--- config.mk ---
export PLATFORM = sky130hd
export DESIGN_NAME = slc3_input_conditioner_flat
export DESIGN_NICKNAME = d
export VERILOG_FILES = /design/src/rtl/slc3_input_pkg.sv /design/src/rtl/slc3_input_conditioner_if.sv /design/src/rtl/db_channel.sv /design/src/rtl/slc3_input_conditioner.sv /design/src/flat_wrapper.sv
export SDC_FILE = /design/constraint.sdc
export NUM_CORES = 1
export LEC_CHECK = 0
export BUFFER_PORTS_ARGS = -buffer_cell sky130_fd_sc_hd__buf_2
export CORE_MARGIN = 1.5
export CORE_UTILIZATION = 50
export CTS_CLUSTER_DIAMETER = 50
export DETAILED_ROUTE_END_ITERATION = 6
export PLACE_DENSITY_LB_ADDON = 0.1
export SYNTH_ARGS = -nofsm -noshare
export SYNTH_HDL_FRONTEND = slang
export SYNTH_SLANG_ARGS = --single-unit
--- constraint.sdc ---
create_clock -name Clk -period 10.9 [get_ports Clk]
set_input_delay 0.545 -clock Clk [delete_from_list [all_inputs] [get_ports Clk]]
set_output_delay 0.545 -clock Clk [all_outputs]
set_load 0.01 [all_outputs]
--- src/rtl/slc3_input_pkg.sv ---
// slc3_input_pkg: shared debounce FSM states, default timing constants and counter sizing.
package slc3_input_pkg;
  typedef enum logic [1:0] {STABLE_LO, CHK_HI, STABLE_HI, CHK_LO} db_state_t;
  localparam int DEBOUNCE_DEFAULT = 50000;
  localparam int REPEAT_DELAY_DEFAULT = 25000000;
  localparam int REPEAT_PERIOD_DEFAULT = 5000000;
  function automatic int cnt_width(input int n);
    return $clog2(n + 1);
  endfunction
endpackage

--- src/rtl/slc3_input_conditioner_if.sv ---
// slc3_input_conditioner_if: raw board pins in, debounced levels and strobes out.
interface slc3_input_conditioner_if #(parameter int NUM_KEYS = 2, parameter int SW_WIDTH = 10);
  logic [NUM_KEYS-1:0] KEY_N, Key_Level, Key_Press, Key_Release;
  logic [SW_WIDTH-1:0] SW_In, SW_Out;
  modport master (output KEY_N, SW_In, input Key_Level, Key_Press, Key_Release, SW_Out);
  modport slave (input KEY_N, SW_In, output Key_Level, Key_Press, Key_Release, SW_Out);
endinterface

--- src/rtl/db_channel.sv ---
// db_channel: two-flop synchroniser plus debounce FSM with registered press/release strobes.
module db_channel import slc3_input_pkg::*; #(
  parameter int DEBOUNCE_CYCLES = DEBOUNCE_DEFAULT
) (
  input  logic clk,
  input  logic rst,
  input  logic din,
  output logic level,
  output logic press,
  output logic rel,
  output logic hold
);
  localparam int CW = cnt_width(DEBOUNCE_CYCLES);
  localparam logic [CW-1:0] LAST = CW'(DEBOUNCE_CYCLES - 1);
  db_state_t state_q, state_d;
  logic [CW-1:0] cnt_q, cnt_d;
  logic [1:0] sync_q;
  logic press_q, press_d, rel_q, rel_d, raw;
  assign raw = sync_q[1];
  always_ff @(posedge clk or posedge rst)
    if (rst) begin
      sync_q <= '0;
      state_q <= STABLE_LO;
      cnt_q <= '0;
      press_q <= 1'b0;
      rel_q <= 1'b0;
    end else begin
      sync_q <= {sync_q[0], din};
      state_q <= state_d;
      cnt_q <= cnt_d;
      press_q <= press_d;
      rel_q <= rel_d;
    end
  always_comb begin
    state_d = state_q;
    cnt_d = cnt_q;
    press_d = 1'b0;
    rel_d = 1'b0;
    unique case (state_q)
      STABLE_LO: if (raw) begin state_d = CHK_HI; cnt_d = '0; end
      CHK_HI:
        if (!raw) state_d = STABLE_LO;
        else if (cnt_q == LAST) begin state_d = STABLE_HI; press_d = 1'b1; end
        else cnt_d = cnt_q + 1'b1;
      STABLE_HI: if (!raw) begin state_d = CHK_LO; cnt_d = '0; end
      CHK_LO:
        if (raw) state_d = STABLE_HI;
        else if (cnt_q == LAST) begin state_d = STABLE_LO; rel_d = 1'b1; end
        else cnt_d = cnt_q + 1'b1;
    endcase
  end
  // level is a pure decode of the state register, so it flips on the same edge as the strobes
  assign level = state_q == STABLE_HI || state_q == CHK_LO;
  assign hold = state_q == STABLE_HI;
  assign press = press_q;
  assign rel = rel_q;
endmodule

--- src/rtl/slc3_input_conditioner.sv ---
// slc3_input_conditioner: debounced keys/switches for SLC-3; SLC3_INPUT_AUTO_REPEAT_EN adds key auto-repeat.
module slc3_input_conditioner import slc3_input_pkg::*; #(
  parameter int NUM_KEYS = 2,
  parameter int SW_WIDTH = 10,
  parameter int DEBOUNCE_CYCLES = DEBOUNCE_DEFAULT,
  parameter int REPEAT_DELAY = REPEAT_DELAY_DEFAULT,
  parameter int REPEAT_PERIOD = REPEAT_PERIOD_DEFAULT
) (
  input logic Clk,
  input logic Reset,
  slc3_input_conditioner_if.slave io
);
  localparam int N = NUM_KEYS + SW_WIDTH;
  logic [N-1:0] din, lv, pr, rl, hd;
  logic unused_sw;
  assign din = {io.SW_In, ~io.KEY_N};
  for (genvar g = 0; g < N; g++) begin : g_ch
    db_channel #(.DEBOUNCE_CYCLES(DEBOUNCE_CYCLES)) u_ch (
      .clk(Clk), .rst(Reset), .din(din[g]),
      .level(lv[g]), .press(pr[g]), .rel(rl[g]), .hold(hd[g])
    );
  end
  assign io.Key_Level = lv[NUM_KEYS-1:0];
  assign io.Key_Release = rl[NUM_KEYS-1:0];
  assign io.SW_Out = lv[N-1:NUM_KEYS];
  assign unused_sw = ^{pr[N-1:NUM_KEYS], rl[N-1:NUM_KEYS], hd[N-1:NUM_KEYS]};
`ifdef SLC3_INPUT_AUTO_REPEAT_EN
  localparam int RW = cnt_width(REPEAT_DELAY > REPEAT_PERIOD ? REPEAT_DELAY : REPEAT_PERIOD);
  localparam logic [RW-1:0] DLY_LAST = RW'(REPEAT_DELAY - 1);
  localparam logic [RW-1:0] PER_LAST = RW'(REPEAT_PERIOD - 1);
  logic [NUM_KEYS-1:0][RW-1:0] rpt_q, rpt_d;
  logic [NUM_KEYS-1:0] first_q, first_d, rep_q, rep_d;
  always_ff @(posedge Clk or posedge Reset)
    if (Reset) begin
      rpt_q <= '0;
      first_q <= '1;
      rep_q <= '0;
    end else begin
      rpt_q <= rpt_d;
      first_q <= first_d;
      rep_q <= rep_d;
    end
  // first_q selects the initial delay; afterwards the counter restarts on each repeat with the period
  always_comb begin
    rpt_d = rpt_q;
    first_d = first_q;
    rep_d = '0;
    for (int k = 0; k < NUM_KEYS; k++) begin
      rep_d[k] = hd[k] && rpt_q[k] == (first_q[k] ? DLY_LAST : PER_LAST);
      rpt_d[k] = (!hd[k] || rep_d[k]) ? '0 : rpt_q[k] + 1'b1;
      first_d[k] = !hd[k] || (first_q[k] && !rep_d[k]);
    end
  end
  assign io.Key_Press = pr[NUM_KEYS-1:0] | rep_q;
`else
  localparam int unused_rpt = REPEAT_DELAY + REPEAT_PERIOD;
  logic unused_hd;
  assign unused_hd = ^hd[NUM_KEYS-1:0];
  assign io.Key_Press = pr[NUM_KEYS-1:0];
`endif
endmodule
--- src/flat_wrapper.sv ---
// flat-port wrapper written by rule: the top's interface ports become plain ports
module slc3_input_conditioner_flat import slc3_input_pkg::*;
#(
  parameter int NUM_KEYS = 2,
  parameter int SW_WIDTH = 10,
  parameter int DEBOUNCE_CYCLES = DEBOUNCE_DEFAULT,
  parameter int REPEAT_DELAY = REPEAT_DELAY_DEFAULT,
  parameter int REPEAT_PERIOD = REPEAT_PERIOD_DEFAULT
)
  (Clk, Reset, io_KEY_N, io_SW_In, io_Key_Level, io_Key_Press, io_Key_Release, io_SW_Out);
  slc3_input_conditioner_if #(.NUM_KEYS(NUM_KEYS), .SW_WIDTH(SW_WIDTH)) io_i ();
  input logic Clk;
  input logic Reset;
  input wire logic [$bits(io_i.KEY_N)-1:0] io_KEY_N;
  input wire logic [$bits(io_i.SW_In)-1:0] io_SW_In;
  output wire logic [$bits(io_i.Key_Level)-1:0] io_Key_Level;
  output wire logic [$bits(io_i.Key_Press)-1:0] io_Key_Press;
  output wire logic [$bits(io_i.Key_Release)-1:0] io_Key_Release;
  output wire logic [$bits(io_i.SW_Out)-1:0] io_SW_Out;
  assign io_i.KEY_N = io_KEY_N;
  assign io_i.SW_In = io_SW_In;
  assign io_Key_Level = io_i.Key_Level;
  assign io_Key_Press = io_i.Key_Press;
  assign io_Key_Release = io_i.Key_Release;
  assign io_SW_Out = io_i.SW_Out;
  slc3_input_conditioner #(.NUM_KEYS(NUM_KEYS), .SW_WIDTH(SW_WIDTH), .DEBOUNCE_CYCLES(DEBOUNCE_CYCLES), .REPEAT_DELAY(REPEAT_DELAY), .REPEAT_PERIOD(REPEAT_PERIOD)) u_core (.Clk(Clk), .Reset(Reset), .io(io_i));
endmodule
* Word level (Yosys, flattened, before mapping) *
Index checks and enable logic that the tools add are counted.

word-level totals
  logic and storage cells = 387
  output and inout bits = 16
  input port bits = 14
  register bits after elaboration = 244

operators by class
  reductions and logical operators = 48
  add/subtract/negate cells = 12
  multiplexer cells = 166
  bitwise logic cells = 1
  equality and inequality tests = 120

operators with widths
  kind                   count
  $mux 16                60
  $pmux 16 s4            12
  $add 16x1->16 const B  12
  $eq 16x16->1 const B   12
  $mux 2                 72
  $ne 2x2->1 const B     48
  $pmux 2 s4             12
  $reduce_and 4->1       24
  $ne 3x3->1 const B     24
  $eq 2x2->1 const B     24
  $eq 2x1->1 const B     12
  $logic_not 2->1        12
  $logic_or 1x1->1       12
  $mux 1                 10
  $not 2->2              1

* Depth between registers and ports, before layout *
  depth in word-level cells = 4
  depth in mapped cells = 8
  mapped depth without buffers = 7

* Cells and area by module *
A second synthesis with hierarchy kept.

second synthesis, totals
  cell total of the unflattened synthesis = 1366
  area, all modules = 14283.7 µm²

modules (own cells, without submodules)
  module                                 sequential area each (µm²)  area each (µm²)  cells an instance  instances
  db_channel at u_core.g_ch[0].u_ch ...  550.5                       1188.6           113                11
  db_channel at u_core.g_ch[3].u_ch      550.5                       1171.1           117                1
  slc3_input_conditioner                 0.0                         37.5             6                  1

* Worst setup path before layout *
No wires, ideal clock.

  path type = register to register
  start = register u_core.g_ch[9].u_ch.cnt_q[7]
  end = register with a tool-made name
  data required time = 10.775 ns
  setup time = 0.125 ns
  path slack = 8.813 ns
  arrival time = 1.962 ns
  clock period less this slack = 2.087 ns
  path buffers = 1
  stages on the path, launching flop included = 5
  path through = dfrtp_1 > or4b_2 > nor4_4 > buf_4 > mux2_2

RTL lines
  element                 line              RTL
  start, declared         db_channel.sv:16  logic [CW-1:0] cnt_q, cnt_d;
  start signal, assigned  db_channel.sv:30  cnt_q <= cnt_d;

* Worst setup path after layout *
  start = register u_core.g_ch[11].u_ch.cnt_q[0]
  end = register u_core.g_ch[11].u_ch.cnt_q[15]

on the way
  word-level cells in the longest chain between the ends = 4
  elaborated cells on any way between the ends = 6
  those cells by class = add/sub: 1; eq/ne: 1; mux: 4

RTL lines
  element                                        line                                RTL
  start, declared                                db_channel.sv:16
  start signal, assigned                         db_channel.sv:30
  $add 16x1->16 or $eq 16x16->1 (tied branches)  --
  $mux 16 *                                      db_channel.sv:43, db_channel.sv:48
  $mux 16 (on tied branches)                     db_channel.sv:47, db_channel.sv:42
  $pmux 16 s4 *                                  db_channel.sv:39                    unique case (state_q)

Mark *: on every way between the ends. The rest lies on a longest branch, timed or not. The select of a mux whose other input is x is not followed.
A chain may end at the register's enable or synchronous reset.

==> summary.txt <==
Status
  • Status: finished, final reports clean

Placed design
  • Final GP Congestion: 0.801
  • PortBufs: 29
  • Dpl hpwl: 15300 um

Global route
  • Met3 Use GR: 3.40%
  • Overflow after GRT: 0
  • Pin count of the biggest net entering global routing: 101
  • GRT Max-Usage Layer: met2
  • Global routing usage on met2: 31.7%
  • Number of global-route vias before repair: 9120
  • GRT met1 Usage: 25.9%
  • First-pass GRT wire length: 42100 um
  • Initial antenna violation count: 0
  • Total track usage: 19.3%

STA
  • Min cycle time layout: 2540 ps
  • Max-slew violations: 0
  • Final Skew: 11.6 ps
  • Setup tns final: 0 ps
  • Worst Max-Slew Pin Slew: 1200 ps
  • Final period utilization: 23.3%
  • Slew headroom: 19.9%
  • Setup violations, final: 0
  • Hold Vio Cnt, Final: 0
  • Highest clock rate: 393 MHz
  • RSZ-0062 raised after global routing: no

Synth
  • Sequential area share after synthesis: 49.7%
  • Syn Area/Cell: 9.70 um^2
  • Cell taking the most area after synthesis: dfrtp_1
  • Yosys warning count: 0
  • Syn Nets: 1294
  • Post-synth top area share: 49.7%
  • Number of flops mapped to enable cells by yosys: 0
  • Ys async rst share: 100%
  • Register bit total from synthesis: 244
  • Area contributors post-synth: dfrtp_1, nor2_1, xnor2_1
  • Primary FF master, synth: dfrtp_1
  • Netlist cell types: 60
  • Post-Syn Area: 0.0123 mm^2
  • Post-Syn Instances: 1268

Die
  • Initial Util: 50.7%
  • Core box area: 0.0242 mm^2
  • Die width: 160 um
  • Die Area: 0.0255 mm^2
  • Ports: 30
  • FP Rows: 57
  • Die Ht: 160 um

Power and ir drop
  • PwrDens: 161 mW/mm^2
  • Leakage: 5.98 nW
  • Final Power: 2.22 mW
  • IR drop worst, VDD: 116 uV

CTS
  • Clock Pin Slew Worst Setup and Hold Paths: 60 ps
  • Clock sink count: 244
  • Total CTS buffers: 35
  • Max Buffers Root-to-Sink: 3
  • TritonCTS clock tree: done
  • Post-CTS Setup Bufs: 0
  • Clock Tree Root: clkbuf_16
  • Clock latency at the later pin of the worst-skew pair: 500 ps
  • # H-tree levels: 2
  • Post-CTS sizing: 0
  • Post-cts hold buffer count: 0

Routing
  • DR WL/cell: 14.6 um
  • DRC Markers: 0
  • Initial drt markers: 569
  • DRT Pass-1 Iters: 4
  • WL final: 23700 um
  • Post-DRT Antenna Nets: 0
  • Via count: 9242
  • Average vias per placed instance: 5.68

Worst setup path
  • RR Endpoint: u_core.g_ch[11].u_ch.cnt_q[15]$_DFFE_PP0P_
  • R2r setup slk: 8360 ps
  • Crit Path Max Fanout: 17
  • Crit path launch type: flop
  • CP endpoint kind: flop
  • Worst r2r src: u_core.g_ch[11].u_ch.cnt_q[0]$_DFFE_PP0P_
  • Worst R2R Path Depth: 6
  • CP required: 11290 ps
  • Critical Path AT: 2940 ps
  • Setup CP Type: flop to flop

Hold path
  • Hold crit path type: primary input to async pin

Layout
  • # fillers: 2173
  • Multi-input logic area: 0.00575 mm^2
  • Final #Nets: 1305
  • Most common cell after layout, fill and taps aside: dfrtp_1
  • Antenna cells: 0
  • Proportion of layout cells with a drive suffix above 1: 9.67%
  • Synth-to-layout area growth: 12.1%
  • Most frequent cells in the layout: dfrtp_1, nor2_1, nand2_1
  • Flip-flop and latch area: 0.00611 mm^2

Job
  • Max cap viols: 0
cell families after synthesis:
| kind of cell | count (synthesis) | share of synthesized area [%] |
|---|---|---|
| muxes | 26 | 2.28 |
| adders and majority gates | 12 | 1.22 |
| and+or+nand+nor | 606 | 26.6 |
| xor gates and xnor gates | 105 | 7.48 |
| buffers and inverters | 96 | 3.54 |
| AOI/OAI and AO/OA | 179 | 9.19 |
| DFF | 244 | 49.7 |
critical path: stages (launching register included):
cell and delay [ps]:
dfrtp_1 420, ha_1 210, nand3_1 170, or2_2 340
o21bai_1 940, o21ai_0 250, o41ai_1 110
layout make-up:
| type | count | area share [%] |
|---|---|---|
| well taps | 324 | 2.94 |
| flip-flops and latches | 244 | 44.3 |
| repair buffers | 34 | 1.32 |
| clock inverters | 17 | 1.62 |
| inverters | 36 | 1.03 |
| clock buffers | 44 | 7.05 |
| multi-input cells | 928 | 41.7 |
synth_stat cells (12+ instances only):
cell type and number:
inv_1 36, o21ai_0 67, nand2_1 112, nor4_1 16, buf_4 17, or3_1 28
xnor2_1 60, nor2_1 143, nand3_1 84, nor3_1 37, nand4_1 52, and4_1 16
mux2_2 16, a21o_1 13, o41ai_1 12, clkbuf_1 38, ha_1 12, xor2_1 45
a21oi_1 36, dfrtp_1 244, a22o_1 15, and3_1 25
worst max-delay path by stage:
stage	start	endpoint	slack (ps)	depth (start not counted)
floorplan	Reset	async pin	3650	1
global placement	Reset	u_core.g_ch[8].u_ch.cnt_q[10]$_DFFE_PP0P_	7800	4
detailed placement	Reset	u_core.g_ch[8].u_ch.cnt_q[8]$_DFFE_PP0P_	7760	4
CTS	Reset	u_core.g_ch[8].u_ch.cnt_q[6]$_DFFE_PP0P_	8300	4
global route	Reset	u_core.g_ch[8].u_ch.cnt_q[10]$_DFFE_PP0P_	8010	4
finish	u_core.g_ch[11].u_ch.cnt_q[0]$_DFFE_PP0P_	u_core.g_ch[11].u_ch.cnt_q[15]$_DFFE_PP0P_	8360	6
per-stage QoR:
| step | cells | cell area, um^2 | hold WS (ps) | worst slack (ps) | utilization (%) |
|---|---|---|---|---|---|
| after floorplan | 1268 | 12300 | 331 | 3650 | - |
| after global placement | 1566 | 12600 | 332 | 7800 | 51.9 |
| after detailed placement | 1566 | 12600 | 336 | 7760 | 51.9 |
| after CTS | 1627 | 13800 | 126 | 8300 | 56.9 |
| after global routing | 1627 | 13800 | 125 | 8010 | 56.9 |
| final | 1627 | 13800 | 135 | 8360 | 56.9 |
sequential cells by signal (all words and copies together), names as in the netlist, named ones only:
signal and flops:
u_core.g_ch.u_ch.cnt_q 192, u_core.g_ch.u_ch.rel 2, u_core.g_ch.u_ch.sync_q 24, u_core.g_ch.u_ch.press 2, u_core.g_ch.u_ch.state_q 12
power by group:
group          switching, mW  leakage (nW)  total (mW)  internal, mW
Combinational         0.0604          2.12      0.0953        0.0349
Sequential            0.0384          3.30       0.975         0.936
Clock                  0.415         0.561        1.15         0.732
Total                  0.514          5.98        2.22          1.70
per-layer routing:
layer,part of all wire (%),vias to the layer above
met5,0,-
met4,2.4,0
met3,3.6,49
met2,46,146
met1,48,4463
li1,-,4584
Note: power is estimated with default switching activity, not from simulation.
